**config.mk**
```make
export PLATFORM = sky130hd
export DESIGN_NAME = inflate_cell_gen
export DESIGN_NICKNAME = d
export VERILOG_FILES = /design/src/rtl/map_inflation_pkg.sv /design/src/rtl/kernel_offset_cnt.sv /design/src/rtl/inflate_cell_gen.sv
export SDC_FILE = /design/constraint.sdc
export NUM_CORES = 1
export LEC_CHECK = 0
export BUFFER_PORTS_ARGS = -buffer_cell sky130_fd_sc_hd__buf_2
export CORE_ASPECT_RATIO = 1.5
export CORE_MARGIN = 3
export CORE_UTILIZATION = 45
export CTS_CLUSTER_SIZE = 20
export DETAILED_ROUTE_END_ITERATION = 6
export PLACE_DENSITY = 0.76
export SETUP_SLACK_MARGIN = 0.05
export SLEW_MARGIN = 25
export SYNTH_ARGS = -nofsm -noshare
export SYNTH_HDL_FRONTEND = slang
export SYNTH_HIERARCHICAL = 1
export SYNTH_SLANG_ARGS = --single-unit
```
**constraint.sdc**
```tcl
create_clock -name clk -period 6.1 [get_ports clk]
set_input_delay 0.915 -clock clk [delete_from_list [all_inputs] [get_ports clk]]
set_output_delay 0.915 -clock clk [all_outputs]
set_load 0.01 [all_outputs]
```
**src/rtl/map_inflation_pkg.sv**
```systemverilog
// Shared constants, state encoding and cell packing for the map-inflation datapath.
package map_inflation_pkg;

    localparam int COORD_W = 4;
    localparam int MAP_W   = 16;
    localparam int MAP_H   = 16;
    localparam int RADIUS  = 1;
    localparam int CNT_W   = 4;
    localparam int DATA_W  = 2 * COORD_W;

    typedef enum logic {
        ST_IDLE = 1'b0,
        ST_SCAN = 1'b1
    } state_t;

    function automatic logic [DATA_W-1:0] pack_cell(input logic [COORD_W-1:0] y,
                                                    input logic [COORD_W-1:0] x);
        return {y, x};
    endfunction

endpackage

```
**src/rtl/kernel_offset_cnt.sv**
```systemverilog
// Signed (dx,dy) walker over the square inflation kernel, row-major with dx innermost.
module kernel_offset_cnt #(
    parameter int RADIUS = 1,
    parameter int OFF_W  = 6
) (
    input  logic                    clk,
    input  logic                    rstn,
    input  logic                    clr,
    input  logic                    adv,
    output logic signed [OFF_W-1:0] dx,
    output logic signed [OFF_W-1:0] dy,
    output logic                    last
);

    localparam logic signed [OFF_W-1:0] R_POS = OFF_W'(RADIUS);
    localparam logic signed [OFF_W-1:0] R_NEG = -R_POS;
    localparam logic signed [OFF_W-1:0] ONE   = OFF_W'(1);

    assign last = (dx == R_POS) && (dy == R_POS);

    // Wrapping after the last position leaves the walker ready for the next obstacle.
    always_ff @(posedge clk) begin
        if (!rstn || clr) begin
            dx <= R_NEG;
            dy <= R_NEG;
        end else if (adv) begin
            if (last) begin
                dx <= R_NEG;
                dy <= R_NEG;
            end else if (dx == R_POS) begin
                dx <= R_NEG;
                dy <= dy + ONE;
            end else begin
                dx <= dx + ONE;
            end
        end
    end

endmodule

```
**src/rtl/inflate_cell_gen.sv**
```systemverilog
// Expands one obstacle cell into its clipped inflation kernel and pushes each cell into the FIFO.
module inflate_cell_gen #(
    parameter int COORD_W = map_inflation_pkg::COORD_W,
    parameter int MAP_W   = map_inflation_pkg::MAP_W,
    parameter int MAP_H   = map_inflation_pkg::MAP_H,
    parameter int RADIUS  = map_inflation_pkg::RADIUS,
    parameter int CNT_W   = map_inflation_pkg::CNT_W
) (
    input  logic                 clk,
    input  logic                 rstn,
    input  logic                 obs_valid,
    input  logic [COORD_W-1:0]   obs_x,
    input  logic [COORD_W-1:0]   obs_y,
    output logic                 obs_ready,
    input  logic                 fifo_full,
    output logic                 fifo_wr,
    output logic [2*COORD_W-1:0] fifo_data,
    output logic                 busy,
    output logic                 done,
    output logic [CNT_W-1:0]     cells_pushed
);

    import map_inflation_pkg::*;

    // Two guard bits let kernel positions go negative or past the map edge without wrapping.
    localparam int OFF_W = COORD_W + 2;
    localparam logic signed [OFF_W-1:0] MAP_W_S = OFF_W'(MAP_W);
    localparam logic signed [OFF_W-1:0] MAP_H_S = OFF_W'(MAP_H);

    state_t                    state_q, state_d;
    logic [COORD_W-1:0]        x_q, y_q;
    logic signed [OFF_W-1:0]   dx, dy, cx, cy;
    logic                      last, in_bounds, accept, advance, push;

    assign cx        = $signed({2'b00, x_q}) + dx;
    assign cy        = $signed({2'b00, y_q}) + dy;
    assign in_bounds = (state_q == ST_SCAN) && !cx[OFF_W-1] && (cx < MAP_W_S)
                       && !cy[OFF_W-1] && (cy < MAP_H_S);
    assign accept    = obs_valid && obs_ready;
    assign advance   = (state_q == ST_SCAN) && (!in_bounds || !fifo_full);
    assign push      = fifo_wr && !fifo_full;

    kernel_offset_cnt #(
        .RADIUS (RADIUS),
        .OFF_W  (OFF_W)
    ) u_offset (
        .clk  (clk),
        .rstn (rstn),
        .clr  (accept),
        .adv  (advance),
        .dx   (dx),
        .dy   (dy),
        .last (last)
    );

    always_ff @(posedge clk) begin
        if (!rstn) state_q <= ST_IDLE;
        else       state_q <= state_d;
    end

    always_comb begin
        state_d = state_q;
        case (state_q)
            ST_IDLE: if (accept)          state_d = ST_SCAN;
            ST_SCAN: if (advance && last) state_d = ST_IDLE;
            default:                      state_d = ST_IDLE;
        endcase
    end

    // Write strobe and data depend only on registered state, so fifo_full never reaches fifo_wr.
    always_comb begin
        obs_ready = 1'b0;
        busy      = 1'b0;
        fifo_wr   = 1'b0;
        fifo_data = '0;
        done      = 1'b0;
        case (state_q)
            ST_IDLE: obs_ready = 1'b1;
            ST_SCAN: begin
                busy    = 1'b1;
                fifo_wr = in_bounds;
                if (in_bounds) fifo_data = {cy[COORD_W-1:0], cx[COORD_W-1:0]};
                done    = advance && last;
            end
            default: ;
        endcase
    end

    always_ff @(posedge clk) begin
        if (!rstn) begin
            x_q          <= '0;
            y_q          <= '0;
            cells_pushed <= '0;
        end else if (accept) begin
            x_q          <= obs_x;
            y_q          <= obs_y;
            cells_pushed <= '0;
        end else if (push) begin
            cells_pushed <= cells_pushed + CNT_W'(1);
        end
    end

endmodule

```
==> metrics.md <==
| Metric | Value |
|---|---|
| Setup ws final | 2.38 ns |
| Total CTS buffers | 3 |
| CP Cell Sequence | ha_1 -> inv_1 -> fa_1 -> nand2b_1 -> a21oi_2 -> xnor2_1 -> or4_4 -> inv_1 -> and2_1 -> buf_2 |
| Leading area contributor after synthesis | dfxtp_1 |
| Post_cts resized | 0 |
| Total gr overflow | 0 |
| Placed instance area | 0.00175 mm2 |
| Mapped Area | 0.00159 mm2 |
| CTS Buffer Depth | 2 |
| Final hold vios | 0 |
| Post-synth ARST share | 0% |
| Clk network pwr share | 29.5% |
| # IOs | 28 |
| Hold path depth | 2 |
| Seq/Total Area, Yosys | 31.4% |
| Post-Syn Instances | 192 |
| Buffers added on ports | 27 |
| Worst Path Required | 5.18 ns |
| Layout Utilization | 54.8% |
| Leak | 0.801 nW |
| Final Skew | 0.00252 ns |
| VDD IR max | 0.0967 mV |
| CTS root buf | clkbuf_8 |
| Sink Count | 25 |
| Initial Util | 48.5% |
| Die W | 54.6 um |
| CP startpoint kind | flip-flop |
| Chip Height | 78.9 um |
| Critical path's top delay family | simple AND/OR/NAND/NOR gates |
| Synth unique cells | 45 |
| Via count | 1465 |
| Crit path buf inv count | 3 |
| Total negative slack | 0 ns |
| Critical-path top delay cell | or4_4 |
| HP Start | y_q[2]$_SDFFE_PN0P_ |
| R2R cell count | 11 |
| Final non-filler cell area | 0.00180 mm2 |
| FP Rows | 25 |
| WS Path Type | reg -> out |
| DRT iter0 DRCs | 40 |
| Vias in the first global route | 1392 |
| Worst slew margin | 51.1% |
| P_int | 246 uW |
| Min cycle time layout | 3.72 ns |
| Crit share post-route | 60.9% |
| Comb pwr share | 18.9% |
| Delay of the slowest cell on the worst path | 0.61 ns |
| Synth warn | 6 |
| Power Density | 192 mW/mm2 |
| Hold Buf Count CTS | 0 |
| Total global-route track usage | 18.3% |
| Mapped Nets | 219 |
| R2R setup slack | 2.65 ns |
| EDFF count, synth | 0 |
| Area Growth Syn to Fin | 13.0% |
| CTS clk-pin slew, worst paths | 0.09 ns |
| Final setup vio count | 0 |
| Ys flop type | dfxtp_1 |
| Fmax | 0.269 GHz |
| Max-Cap Viols | 0 |
| Pwr Total | 345 uW |
| Core area | 0.00328 mm2 |
| H-tree depth | 1 |
| Post-CTS Setup Inserts | 0 |
| DPL Wire Length | 2.68 mm |
| TritonCTS clock tree | done |
| Place WS | 2.68 ns |
| Nets@finish | 245 |
| Sw frac | 28.7% |
| Syn Area/Cell | 8.30 um2 |
| Wirelength per Cell | 13.7 um |
| Pins Over Slew Limit | 0 |
| HP Class | reg -> reg |
| RSZ-0062 raised after global routing | no |
| Largest net degree at the start of global routing | 15 |
| Most frequent cells after synthesis | dfxtp_1 (25), nand2_1 (25), ha_1 (13), inv_1 (12), a21oi_1 (11) |
| Worst Path Max Fanout | 14 |
| CP endpoint kind | primary output |
| Placed cells | 253 |
| Final hold slack | 0.474 ns |
| DRC violations left | 0 |
| Worst Hold Endpoint | y_q[2]$_SDFFE_PN0P_ |
| Gpl congestion | 0.868 |
| CP arrival | 2.80 ns |
| Final Non-Filler Cells | 257 |
| Slew @ Worst Pin | 0.724 ns |
| Timing startpoint of the critical path | u_offset/dx[0]$_SDFFE_PP1P_ |
| Yosys top cell area share | 31.4% |
| Antenna violations before repair | 0 |
| Global-route wire length before repair | 5.98 mm |
| Status | completed |
| Most numerous cell on the critical path | inv_1 |
| #FFs+latches synth | 25 |
| Flop pwr share | 51.6% |
| DRT Pass-1 Iters | 4 |
| Worst-skew pair later-pin latency | 0.27 ns |
| Vias/cell | 5.70 |
| Reg-to-Reg End | u_offset/dy[2]$_SDFFE_PP1P_ |
| R2R Path Start | u_offset/dy[0]$_SDFFE_PP1P_ |
| Synth top area cells | dfxtp_1 (31%), ha_1 (10%), nand2_1 (5.9%), xor2_1 (3.8%), a21boi_0 (3.8%) |
| DRT antenna net count | 0 |
| Routed Wire Length | 3.52 mm |
| Die area | 0.00430 mm2 |
| Share of cells above drive strength 1 | 16.1% |
| Antenna cells | 0 |
| P_sw | 98.9 uW |
## metal layers
metal  global-route usage (%)  up-vias  share of wire, %
met4                     8.48        0               1.6
met5                        0        -                 0
met3                     2.63        5               4.8
li1                         -      732                 -
met1                     21.5      686                43
met2                     31.3       42                50
## registers in the layout (all words and copies together) (netlist names)
signal        flops
y_q               4
u_offset/dy       6
state_q           1
u_offset/dx       6
x_q               4
cells_pushed      4
## area by class of cell
class	instances	area (um2)
clock buffer	4	45.0
fill	319	1490
inverter	13	48.8
multi-input combinational	148	1020
sequential	25	500
tap	40	50.0
timing repair buffer	27	135
## worst max-delay path by stage
stage / end / cells after the start
2_1_floorplan: fifo_data[2] / 9
3_3_place_gp: fifo_data[4] / 10
3_5_place_dp: fifo_data[4] / 10
4_1_cts: fifo_data[4] / 10
5_1_grt: fifo_data[4] / 10
6_report: fifo_data[4] / 10
## worst register-to-register path: cells and delay by family, from the launching register on
family / cells / cell delay [ns]
AOI/OAI and AO/OA: 4 / 1.21
and+or+nand+nor: 4 / 1.00
adders and majority gates: 2 / 0.62
DFF: 1 / 0.38
buffers and inverters: 1 / 0.12
## cells by family (layout without fill, tap and decap cells)
family                     Yosys count  after routing  synth area share [%]
and+or+nand+nor                     76             76                  25.4
AOI/OAI and AO/OA                   46             46                  19.9
DFF                                 25             25                  31.4
buffers and inverters               19             44                  4.56
adders and majority gates           15             15                  12.7
xor gates and xnor gates            11             11                  6.05
## power groups by stage
stage	clock network (mW)	registers, mW	logic [mW]
2_1_floorplan	0	0.180	0.0503
3_3_place_gp	0	0.182	0.0655
3_5_place_dp	0	0.182	0.0654
4_1_cts	0.102	0.178	0.0658
5_1_grt	0.109	0.180	0.0756
6_report	0.102	0.178	0.0653
## cell usage in the layout, fill, tap and decap left out, drive strengths merged, types with 3 or more instances in the layout
cell    instances
buf            27
nand2          25
dfxtp          25
ha             13
inv            12
a21oi          12
nor2           10
nand3           9
a21boi          8
xor2            7
o21ai           7
xnor2           4
and2            4
nor2b           4
o31ai           4
nand4           4
clkbuf          4
nand2b          3
and3            3
a211oi          3
or4             3
nor3            3
Power figures use the tool's default switching activity.
